### config.mk
export PLATFORM = sky130hd
export DESIGN_NAME = interleaver_sequencer
export DESIGN_NICKNAME = d
export VERILOG_FILES = /design/src/rtl/interleaver_pkg.sv /design/src/rtl/sweepstart_regfile.sv /design/src/rtl/interleaver_sequencer.sv
export SDC_FILE = /design/constraint.sdc
export NUM_CORES = 1
export LEC_CHECK = 0
export BUFFER_PORTS_ARGS = -buffer_cell sky130_fd_sc_hd__buf_2
export CAP_MARGIN = 10
export CELL_PAD_IN_SITES_DETAIL_PLACEMENT = 0
export CELL_PAD_IN_SITES_GLOBAL_PLACEMENT = 2
export CORE_MARGIN = 10
export CORE_UTILIZATION = 38
export CTS_CLUSTER_SIZE = 14
export DETAILED_ROUTE_END_ITERATION = 8
export PLACE_DENSITY_LB_ADDON = 0.15
export SLEW_MARGIN = 40
export SYNTH_ARGS = -nofsm -noshare
export SYNTH_HDL_FRONTEND = slang
export SYNTH_SLANG_ARGS = --single-unit
### constraint.sdc
create_clock -name clk -period 5.2 [get_ports clk]
set_clock_uncertainty 0.1 [all_clocks]
set_input_delay 0 -clock clk [delete_from_list [all_inputs] [get_ports clk]]
set_output_delay 0 -clock clk [all_outputs]
set_load 0.01 [all_outputs]
### src/rtl/interleaver_pkg.sv
// ============================================================================
// Module   : interleaver_pkg
// Brief    : Shared state encoding and geometry helpers for the interleaver
//            sequencer.
// Revision : 1.0
// ============================================================================
`default_nettype none

package interleaver_pkg;

  typedef enum logic [1:0] {
    ST_IDLE  = 2'd0,
    ST_RUN   = 2'd1,
    ST_DRAIN = 2'd2,
    ST_DONE  = 2'd3
  } iseq_state_t;

  function automatic int calc_n(input int p, input int fo, input int z);
    return (p * fo) / z;
  endfunction

  function automatic int calc_iw(input int n);
    return (n <= 2) ? 1 : $clog2(n);
  endfunction

  function automatic int calc_lpz(input int p, input int z);
    return (p == z) ? 1 : $clog2(p / z);
  endfunction

  function automatic int calc_sw(input int p, input int fo, input int z);
    return calc_lpz(p, z) * fo * z;
  endfunction

endpackage

`default_nettype wire

### src/rtl/sweepstart_regfile.sv
// ============================================================================
// Module   : sweepstart_regfile
// Brief    : Serially loaded sweepstart chunk array with wrap-around write
//            pointer and a sticky loaded flag.
// Revision : 1.0
// ============================================================================
`default_nettype none

module sweepstart_regfile #(
  parameter int NCH   = 16,
  parameter int LPZ   = 2,
  parameter bit STORE = 1'b1
) (
  input  logic               clk,
  input  logic               reset_n,
  input  logic               i_wr_en,
  input  logic [LPZ-1:0]     i_wr_data,
  output logic [NCH*LPZ-1:0] o_sweepstart,
  output logic               o_cfg_loaded
);

  if (STORE) begin : g_store
    localparam int c_cw = (NCH > 1) ? $clog2(NCH) : 1;

    logic [LPZ-1:0]  r_mem [NCH];
    logic [c_cw-1:0] r_ccnt;
    logic            r_loaded;

    always_ff @(posedge clk or negedge reset_n) begin
      if (!reset_n) begin
        for (int k = 0; k < NCH; k++) r_mem[k] <= '0;
        r_ccnt   <= '0;
        r_loaded <= 1'b0;
      end else if (i_wr_en) begin
        r_mem[r_ccnt] <= i_wr_data;
        // loaded stays set across reloads; only reset clears it
        if (r_ccnt == c_cw'(NCH - 1)) begin
          r_ccnt   <= '0;
          r_loaded <= 1'b1;
        end else begin
          r_ccnt <= r_ccnt + 1'b1;
        end
      end
    end

    for (genvar k = 0; k < NCH; k++) begin : g_flat
      assign o_sweepstart[k*LPZ +: LPZ] = r_mem[k];
    end

    assign o_cfg_loaded = r_loaded;
  end else begin : g_nostore
    logic w_unused;
    assign w_unused     = ^{clk, reset_n, i_wr_en, i_wr_data};
    assign o_sweepstart = '0;
    assign o_cfg_loaded = 1'b1;
  end

endmodule

`default_nettype wire

### src/rtl/interleaver_sequencer.sv
// ============================================================================
// Module   : interleaver_sequencer
// Brief    : Junction-pass sequencer: steps eff_cycle_index under datapath
//            flow control and owns the run-time loaded sweepstart pattern.
// Revision : 1.0
// ============================================================================
`default_nettype none

module interleaver_sequencer
  import interleaver_pkg::*;
#(
  parameter int P     = 32,
  parameter int FO    = 2,
  parameter int Z     = 8,
  parameter int DRAIN = 2
) (
  input  logic                                clk,
  input  logic                                reset_n,
  input  logic                                cfg_valid,
  input  logic [calc_lpz(P, Z)-1:0]           cfg_data,
  output logic                                cfg_ready,
  output logic                                cfg_loaded,
  input  logic                                start,
  input  logic                                abort,
  input  logic                                advance,
  output logic [calc_iw(calc_n(P, FO, Z))-1:0] eff_cycle_index,
  output logic                                idx_valid,
  output logic                                first_cycle,
  output logic                                last_cycle,
  output logic                                busy,
  output logic                                done,
  output logic [calc_sw(P, FO, Z)-1:0]        sweepstart
);

  localparam int         c_n          = calc_n(P, FO, Z);
  localparam int         c_iw         = calc_iw(c_n);
  localparam int         c_lpz        = calc_lpz(P, Z);
  localparam int         c_nch        = FO * Z;
  localparam bit         c_store      = (P != Z);
  localparam logic [3:0] c_drain_last = 4'((DRAIN > 0) ? DRAIN - 1 : 0);

  iseq_state_t     r_state, w_state_nx;
  logic [c_iw-1:0] r_idx, w_idx_nx;
  logic [3:0]      r_dcnt, w_dcnt_nx;
  logic            w_idx_last;
  logic            w_cfg_wr;

  assign w_idx_last = (r_idx == c_iw'(c_n - 1));
  assign cfg_ready  = (r_state == ST_IDLE) && c_store;
  assign w_cfg_wr   = cfg_valid && cfg_ready;

  sweepstart_regfile #(
    .NCH   (c_nch),
    .LPZ   (c_lpz),
    .STORE (c_store)
  ) u_regfile (
    .clk          (clk),
    .reset_n      (reset_n),
    .i_wr_en      (w_cfg_wr),
    .i_wr_data    (cfg_data),
    .o_sweepstart (sweepstart),
    .o_cfg_loaded (cfg_loaded)
  );

  always_ff @(posedge clk or negedge reset_n) begin
    if (!reset_n) begin
      r_state <= ST_IDLE;
      r_idx   <= '0;
      r_dcnt  <= '0;
    end else begin
      r_state <= w_state_nx;
      r_idx   <= w_idx_nx;
      r_dcnt  <= w_dcnt_nx;
    end
  end

  always_comb begin
    w_state_nx = r_state;
    w_idx_nx   = r_idx;
    w_dcnt_nx  = r_dcnt;
    if (abort && (r_state != ST_IDLE)) begin
      w_state_nx = ST_IDLE;
      w_idx_nx   = '0;
      w_dcnt_nx  = '0;
    end else begin
      case (r_state)
        ST_IDLE: begin
          // a same-cycle config write takes priority over start
          if (start && cfg_loaded && !cfg_valid) begin
            w_state_nx = ST_RUN;
            w_idx_nx   = '0;
          end
        end
        ST_RUN: begin
          if (advance) begin
            if (w_idx_last) begin
              w_idx_nx   = '0;
              w_dcnt_nx  = '0;
              w_state_nx = (DRAIN == 0) ? ST_DONE : ST_DRAIN;
            end else begin
              w_idx_nx = r_idx + 1'b1;
            end
          end
        end
        ST_DRAIN: begin
          if (r_dcnt == c_drain_last) begin
            w_dcnt_nx  = '0;
            w_state_nx = ST_DONE;
          end else begin
            w_dcnt_nx = r_dcnt + 1'b1;
          end
        end
        ST_DONE: w_state_nx = ST_IDLE;
        default: w_state_nx = ST_IDLE;
      endcase
    end
  end

  assign eff_cycle_index = r_idx;
  assign idx_valid       = (r_state == ST_RUN);
  assign first_cycle     = idx_valid && (r_idx == '0);
  assign last_cycle      = idx_valid && w_idx_last;
  assign busy            = (r_state != ST_IDLE);
  assign done            = (r_state == ST_DONE);

endmodule

`default_nettype wire

==> results of run 1 <==
==> path summary, 6_finish.rpt <==
path | startpoint | endpoint | slack, ns | cells after the start
min | advance | eff_cycle_index[1]$_DFFE_PN0P_ | 0.09 | 3
max reg2reg | r_state[1]$_DFFE_PN0P_ | u_regfile.o_sweepstart[31]$_DFFE_PN0P_ | 3.18 | 6
max | r_state[1]$_DFFE_PN0P_ | u_regfile.o_sweepstart[31]$_DFFE_PN0P_ | 3.18 | 6
max in group asynchronous | reset_n | r_state[1]$_DFFE_PN0P_ | 4.44 | 2
min in group asynchronous | reset_n | u_regfile.o_sweepstart[27]$_DFFE_PN0P_ | 0.17 | 2
min reg2reg | u_regfile.o_sweepstart[7]$_DFFE_PN0P_ | u_regfile.o_sweepstart[7]$_DFFE_PN0P_ | 0.40 | 1
==> through the flow <==
| step | setup WS (ns) | hold WS (ns) | instances |
|---|---|---|---|
| 6_report | 3.18 | 0.0888 | 304 |
| 5_1_grt | 2.99 | 0.111 | 304 |
| 4_1_cts | 3.14 | 0.0868 | 304 |
| 3_5_place_dp | 3.15 | -0.0582 | 294 |
| 3_3_place_gp | 3.26 | 0.116 | 294 |
| 2_1_floorplan | 3.39 | -0.396 | 176 |
==> Yosys cell counts (2+ instances only) <==
library cell	count
nand3_1	4
o21ai_0	3
nor2_1	4
dfrtp_1	46
mux2_2	32
clkbuf_1	2
mux2i_1	4
nand2b_1	3
o21bai_1	2
o2bb2ai_2	2
nand2_1	23
nor3_2	2
inv_1	10
ha_1	15
a22o_1	2
==> report_power, final <==
| part | total, mW | internal (mW) | switching [mW] |
|---|---|---|---|
| sequential | 0.601 | 0.501 | 0.101 |
| combinational | 0.654 | 0.306 | 0.348 |
| clock | 0.263 | 0.154 | 0.109 |
| total | 1.52 | 0.961 | 0.558 |
==> layout make-up <==
cell class | count | share of cell area
clock buffer | 6 | 0.0309
clock inverter | 1 | 0.0112
inverter | 10 | 0.0140
multi-input combinational | 117 | 0.376
sequential | 46 | 0.430
tap | 72 | 0.0337
timing repair buffer | 52 | 0.104
==> layout by cell type (no fill, tap or decap), drive strengths merged, types with 2 or more instances in the layout <==
cell | synthesis | routed
dlygate4sd3 | 0 | 3
a22o | 2 | 2
nor3 | 2 | 2
nand3 | 4 | 4
o21ai | 4 | 4
nand2 | 23 | 23
inv | 10 | 10
buf | 1 | 49
o21bai | 2 | 2
ha | 15 | 15
dfrtp | 46 | 46
o2bb2ai | 2 | 2
nor2 | 4 | 4
mux2i | 4 | 4
nand2b | 4 | 4
mux2 | 33 | 33
clkbuf | 2 | 6
==> state kept, by name (all words and copies together), names as in the netlist <==
register,flops
eff_cycle_index,3
r_dcnt,4
r_state,2
u_regfile.g_store.r_ccnt,4
u_regfile.o_cfg_loaded,1
u_regfile.o_sweepstart,32
==> critical path: stages (launching register included) <==
cell and delay (ns):
dfrtp_1 0.43, inv_1 0.16, ha_1 0.27, nand3_1 0.16, nor2_1 0.34, nand2_1 0.16, mux2_2 0.29
==> logic make-up after synthesis <==
group	count (synthesis)	share of synthesized area
compound gates	18	0.0684
fa+ha+maj	15	0.0848
flops	46	0.520
simple gates	46	0.111
mux	37	0.186
buf+inv	13	0.0254
xor+xnor	1	0.00396
==> routing by layer <==
layer | vias up | GRT usage | wire (µm)
met1 | 781 | 0.118 | 1860
met5 | - | 0 | 0
met2 | 30 | 0.210 | 2640
met4 | 0 | 0.0375 | 84
li1 | 725 | - | -
met3 | 7 | 0.0381 | 331
==> results.cfg, run 1 <==
[outcome]
status = finished, final reports clean

[sta]
setup_tns_ns = 0
tightest_slew_ns = 0.572
setup_violations = 0
hold_violations = 0
period_share = 0.389
rsz0062_at_grt = no
min_period_ns = 2.02
max_slew_margin = 0.619
fmaxAchievable_mhz = 495
slew_violations = 0

[finish]
design_area_um2 = 2680
postLayoutCoreUtil = 0.480
antenna_cells = 0
drive_gt1_frac = 0.418
fin_nets = 255
seqCellArea_um2 = 1150
fillers = 532
area_growth_pct = 20.9
multiInputGateArea_um2 = 1010

[clock_network]
cts_buffers = 5
cts_tree = yes
cts_buffer_depth = 2
cts_root_buffer = clkbuf_8
cts_hold_buffers = 3
clock_latency_ns = 0.29
cts_sinks = 46
cts_htree_levels = 2
clkTransAtPathRegs_ns = 0.08
cts_setup_buffers = 0
cts.repair.resized = 0

[global_route]
grt_max_degree = 47
grt_pass1_wl_mm = 8.34
gr-total-overflow = 0
grt_pass1_vias = 1731
antenna_found_initial = 0
grtUsageTotal = 0.114

[yosys]
yosysSeqAreaShare = 0.520
ys_types = 37
syn_area_per_cell_um2 = 12.6
ys_seq_elements = 46
ys.flop_type = dfrtp_1
synth_area_um2 = 2210
synth_cells = 176
yosys.area.top_type = dfrtp_1
synthArstFlopShare = 1.00
synth_edf_count = 0
yosysWarnings = 0
synth_area_leaders = dfrtp_1 (52%), mux2_2 (16%), ha_1 (8.5%)
yosys.area.top_type_share = 0.520
synthesis.nets = 199

[run]
maxCapViolCount = 0

[pwr]
ir_drop_mv = 0.216
powerDensity_nw_per_um2 = 568
power_mw = 1.52
leakagePower_nw = 1.37

[routing]
wl_mm = 4.92
vias_per_cell = 5.08
vias = 1543
first_pass_iters = 4
antenna_left = 0
drc = 0
routedWlPerCell_um = 16.2
drt_first_iter_violations = 23

[setup_path]
path_max_fanout = 5
crit_arrival_ns = 2.10
required_ns = 5.28
critPathCaptureType = flip-flop
worstSetupPathType = reg2reg
setup.worst_path.start_class = flip-flop

[floorplanning]
die_area_um2 = 9280
num_rows = 27
initial_utilization = 0.397
chipHeight_um = 96.3
core_region_area_um2 = 5570
io_pins = 50
dieWidth_um = 96.3

[min_path]
holdCritPathClass = in2reg

[place]
hpwl_mm = 3.82
post_dp_cell_area_um2 = 2530
io_buffers = 49
finalWeightedCongestion = 0.872
Power figures use the tool's default switching activity.
==> run 2, diff against run 1 <==
Settings changed: CORE_UTILIZATION 38 to 35.
Clock period 5.2 ns to 2.1 ns, I/O delays scaled along.
==> run 2 against run 1 <==
  * Critical endpoint is now u_regfile.o_sweepstart[22]$_DFFE_PN0P_
  * Utilization is 3.2 points lower
  * Register-to-register slack worse by 3.0 ns
  * Combinational power is 150% higher
  * Maximum frequency is 4.0% higher
  * Global-route usage is 0.87 points lower
  * Largest power group unchanged
==> results.cfg, run 2 (synthesis results as in run 1) <==
[finish]
fin_nets = 258
area_growth_pct = 21.9
layout_common_cells = buf_2 (49), dfrtp_1 (46), mux2_2 (32)
layout_commonest_cell = buf_2
largest_reg_flops = 32
fillers = 579
drive_gt1_frac = 0.436
antenna_cells = 0

[pwr]
leakagePower_nw = 1.37
clkPwrFrac = 0.151
p_comb_frac = 0.442
powerDensity_nw_per_um2 = 1370
power_mw = 3.70
power.internal_mw = 2.27
p_sw_frac = 0.385
p_sw_mw = 1.42
ir_drop_mv = 0.564
pwr-share-seq = 0.407

[floorplanning]
dieWidth_um = 99.5
num_rows = 28
initial_utilization = 0.367
io_pins = 50
core_region_area_um2 = 6030
die_area_um2 = 9910
chipHeight_um = 99.5

[routing]
drc = 0
route.met3.wl_um = 274
vias = 1531
wl_mm = 5.26
routedWlPerCell_um = 16.9
antenna_left = 0
vias_per_cell = 4.92
wl_met2_mm = 2.77
dr.max_layer_used = met4
first_pass_iters = 4
drt_first_iter_violations = 39
wl_met1_mm = 2.16

[setup_path]
crit_arrival_ns = 2.02
path_max_fanout = 5
critPathCaptureType = flip-flop
worstSetupPathType = reg2reg
setup.worst_path.start_class = flip-flop
required_ns = 2.18

[clock_network]
clock_latency_ns = 0.29
cts_buffers = 5
cts_buffer_depth = 2
cts_tree = yes
cts_setup_buffers = 0
cts_sinks = 46
clkTransAtPathRegs_ns = 0.08
cts_htree_levels = 2
cts_root_buffer = clkbuf_8

[global_route]
grt_max_degree = 24
gr-total-overflow = 0
grt_pass1_vias = 1706
grt_pass1_wl_mm = 8.56
grtUsageTotal = 0.105
antenna_found_initial = 0

[run]
maxCapViolCount = 0

[place]
hpwl_mm = 4.09
finalWeightedCongestion = 0.803
io_buffers = 49

[sta]
period_share = 0.926
min_period_ns = 1.94
max_slew_margin = 0.728
hold_violations = 0
setup_violations = 0
tightest_slew_ns = 0.404
setup_tns_ns = 0
fmaxAchievable_mhz = 514
slew_violations = 0

[min_path]
holdCritPathClass = in2reg

[outcome]
status = finished, final reports clean
==> run 2: changes by cell type in the layout (fill, tap and decap cells not counted), sizes merged <==
cell | previous run | this run
bufinv | 1 | 0
clkinv | 0 | 1
clkinvlp | 0 | 1
buf | 49 | 51
dlygate4sd3 | 3 | 4
==> run 2: path summary, 6_finish.rpt <==
| kind | cells past startpoint | startpoint | slack (ns) | to |
|---|---|---|---|---|
| max | 6 | r_state[1]$_DFFE_PN0P_ | 0.16 | u_regfile.o_sweepstart[22]$_DFFE_PN0P_ |
| min | 3 | advance | 0.07 | eff_cycle_index[1]$_DFFE_PN0P_ |
| max reg2reg | 6 | r_state[1]$_DFFE_PN0P_ | 0.16 | u_regfile.o_sweepstart[22]$_DFFE_PN0P_ |
| min reg2reg | 1 | u_regfile.o_sweepstart[7]$_DFFE_PN0P_ | 0.40 | u_regfile.o_sweepstart[7]$_DFFE_PN0P_ |
| max in group asynchronous | 3 | reset_n | 1.18 | r_dcnt[0]$_DFFE_PN0P_ |
| min in group asynchronous | 3 | reset_n | 0.14 | u_regfile.g_store.r_ccnt[0]$_DFFE_PN0P_ |
==> run 2: area by class of cell <==
cell class	instances	area [µm²]	area share
sequential	46	1150	0.427
multi-input combinational	117	1020	0.378
timing repair buffer	55	300	0.111
tap	75	93.8	0.0348
clock buffer	6	82.6	0.0306
inverter	10	37.5	0.0139
clock inverter	2	12.5	0.00464
==> run 2: through the flow <==
step / area (µm²) / std cells / hold WS, ns / util / worst slack, ns
finish: 2700 / 311 / 0.0716 / 0.448 / 0.156
global route: 2700 / 311 / 0.0970 / 0.448 / -0.000881
CTS: 2680 / 311 / 0.0500 / 0.445 / 0.0807
detailed placement: 2550 / 299 / -0.267 / 0.423 / 0.0966
global placement: 2550 / 299 / -0.273 / 0.423 / 0.160
floorplan: 2210 / 176 / -0.396 / - / 0.295
==> run 2: power groups by stage <==
stage	Combinational, mW	Sequential (mW)	Clock, mW
final	1.63	1.50	0.559
after global routing	1.82	1.55	0.626
after CTS	1.66	1.50	0.583
after detailed placement	1.65	1.51	0
after global placement	1.61	1.49	0
after floorplan	0.915	1.61	0
==> run 2: timing repair <==
action                                 CTS  global route
gates resized for setup                  0             4
hold buffers                             4             0
endpoints found under the hold margin   48             0
setup endpoints to repair                0            28
==> run 2: layer usage <==
| layer | up-vias | global-route usage |
|---|---|---|
| met4 | 0 | 0.0265 |
| met5 | - | 0 |
| li1 | 727 | - |
| met3 | 6 | 0.0374 |
| met2 | 30 | 0.192 |
| met1 | 768 | 0.112 |
==> run 2: worst max-delay path, stage by stage (launching register included) <==
cell and delay, ns:
dfrtp_1 0.43, inv_1 0.16, ha_2 0.25, nand2_1 0.17, nor3_2 0.26, nand2_1 0.16, mux2_2 0.30
==> run 3, diff against run 2 <==
Settings changed: CAP_MARGIN 10 to 15, PLACE_DENSITY from default to 0.84, PLACE_DENSITY_LB_ADDON 0.15 to default.
==> run 3 against run 2 <==
  * Via count fell by 2.4%
  * Global-route usage fell by 0.44 points
  * Flip-flop and latch count did not move
  * Final cell count fell by 0.32%
  * Largest cell class unchanged
  * Register-to-register slack barely moved
  * Maximum frequency rose by 0.69%
  * Final area fell by 0.97%
  * Sequential share of layout area rose by 0.42 points
  * Critical path type unchanged
==> results.cfg, run 3 (synthesis results as in run 1) <==
[pwr]
p_sw_frac = 0.387
power_mw = 3.64
leakagePower_nw = 1.37
p_sw_mw = 1.41
power.internal_mw = 2.23
p_comb_frac = 0.445
pwr-share-seq = 0.408
powerDensity_nw_per_um2 = 1360
clkPwrFrac = 0.147
ir_drop_mv = 0.621

[finish]
drive_gt1_frac = 0.434
layout_common_cells = buf_2 (49), dfrtp_1 (46), mux2_2 (32)
seqCellArea_um2 = 1150
fillers = 617
stdcell_count = 310
multiInputGateArea_um2 = 1010
largest_reg_flops = 32
area_growth_pct = 20.7
fin_nets = 257
antenna_cells = 0
layout_commonest_cell = buf_2

[routing]
antenna_left = 0
vias = 1495
drt_first_iter_violations = 72
vias_per_cell = 4.82
wl_mm = 4.83
drc = 0
routedWlPerCell_um = 15.6
first_pass_iters = 4

[global_route]
grtUsageTotal = 0.101
grtUsageMet2 = 0.162
busiest_layer = met2
grt_pass1_vias = 1568
grt_pass1_wl_mm = 8.26
grtUsageMet3 = 0.0325
grt_max_degree = 24
antenna_found_initial = 0
gr-usage-met1 = 0.125
gr-total-overflow = 0

[setup_path]
crit_arrival_ns = 2.01
required_ns = 2.18
reg2reg_from = r_state[1]$_DFFE_PN0P_
setup.worst_path.start_class = flip-flop
reg2reg_depth = 6
timing.rr.end = u_regfile.o_sweepstart[7]$_DFFE_PN0P_
worstSetupPathType = reg2reg
path_max_fanout = 5
critPathCaptureType = flip-flop
reg2reg_setup_slack_ns = 0.17

[floorplanning]
io_pins = 50
dieWidth_um = 99.5
core_region_area_um2 = 6030
num_rows = 28
chipHeight_um = 99.5
die_area_um2 = 9910
initial_utilization = 0.367

[sta]
rsz0062_at_grt = yes
hold_violations = 0
period_share = 0.920
slew_violations = 0
setup_violations = 0
fmaxAchievable_mhz = 518
tightest_slew_ns = 0.509
timing.final.ws_setup_ns = 0.169
min_period_ns = 1.93
max_slew_margin = 0.661

[min_path]
whs_endpoint = eff_cycle_index[1]$_DFFE_PN0P_
min_path_cells = 3
worstHoldStart = advance
holdCritPathClass = in2reg

[clock_network]
cts_sinks = 46
clock_latency_ns = 0.29
cts_setup_buffers = 0
cts_root_buffer = clkbuf_8
cts_tree = yes
cts_buffer_depth = 2
cts_buffers = 5
cts_htree_levels = 2
clkTransAtPathRegs_ns = 0.08

[place]
hpwl_mm = 3.82
dpl_worst_slack_ns = 0.0961
io_buffers = 49
dp.cells = 299
finalWeightedCongestion = 0.725

[outcome]
status = finished, final reports clean

[run]
maxCapViolCount = 0
[run 3: changes by cell type in the layout (fill, tap and decap cells not counted), sizes merged]
cell         delta
clkbuf          -1
clkinv          +1
clkinvlp        -1
dlygate4sd3     -1
inv             +1
[run 3: power groups by stage]
stage          combinational (mW)  clock, mW  sequential [mW]
6_report                     1.62      0.535             1.49
5_1_grt                      1.82      0.596             1.54
4_1_cts                      1.66      0.559             1.49
3_5_place_dp                 1.65          0             1.50
3_3_place_gp                 1.63          0             1.51
2_1_floorplan               0.915          0             1.61
[run 3: cell type report]
class / instances / share of cell area
Clock buffer: 5 / 0.0258
Clock inverter: 3 / 0.00703
Inverter: 10 / 0.0141
Multi-Input combinational cell: 117 / 0.378
Sequential cell: 46 / 0.431
Tap cell: 75 / 0.0351
Timing Repair Buffer: 54 / 0.109
[run 3: how the worst max path moves through the flow]
stage	startpoint	endpoint	depth (start not counted)
after floorplan	r_state[0]$_DFFE_PN0P_	r_dcnt[2]$_DFFE_PN0P_	7
after global routing	r_state[1]$_DFFE_PN0P_	u_regfile.o_sweepstart[7]$_DFFE_PN0P_	6
final	r_state[1]$_DFFE_PN0P_	u_regfile.o_sweepstart[7]$_DFFE_PN0P_	6
after global placement	r_state[1]$_DFFE_PN0P_	u_regfile.o_sweepstart[30]$_DFFE_PN0P_	6
after detailed placement	r_state[1]$_DFFE_PN0P_	u_regfile.o_sweepstart[31]$_DFFE_PN0P_	6
after CTS	r_state[1]$_DFFE_PN0P_	u_regfile.o_sweepstart[31]$_DFFE_PN0P_	6
[run 3: layer usage]
metal,up-vias,wire length (µm)
met2,30,2290
met3,6,238
met1,729,2240
met5,-,0
li1,730,-
met4,0,65
[run 3: what timing repair did]
| item | CTS | global route |
|---|---|---|
| hold buffers | 3 | 0 |
| setup endpoints to repair | 0 | 10 |
| gates resized for setup | 0 | 2 |
| endpoints found under the hold margin | 24 | 0 |
[run 3: worst max-delay path: stages (launching register included)]
cell and delay [ns]:
dfrtp_1 0.43, inv_1 0.15, ha_1 0.25, nand2_1 0.17, nor3_2 0.25, nand2_1 0.14
mux2_1 0.32
[run 3: stage by stage]
stage / utilization / instance area, µm² / setup TNS, ns / hold WS [ns]
global route: 0.443 / 2670 / -0.0320 / 0.0846
CTS: 0.442 / 2670 / 0 / 0.0598
floorplan: - / 2210 / 0 / -0.396
finish: 0.443 / 2670 / 0 / 0.0671
global placement: 0.423 / 2550 / 0 / -0.101
detailed placement: 0.423 / 2550 / 0 / -0.0983
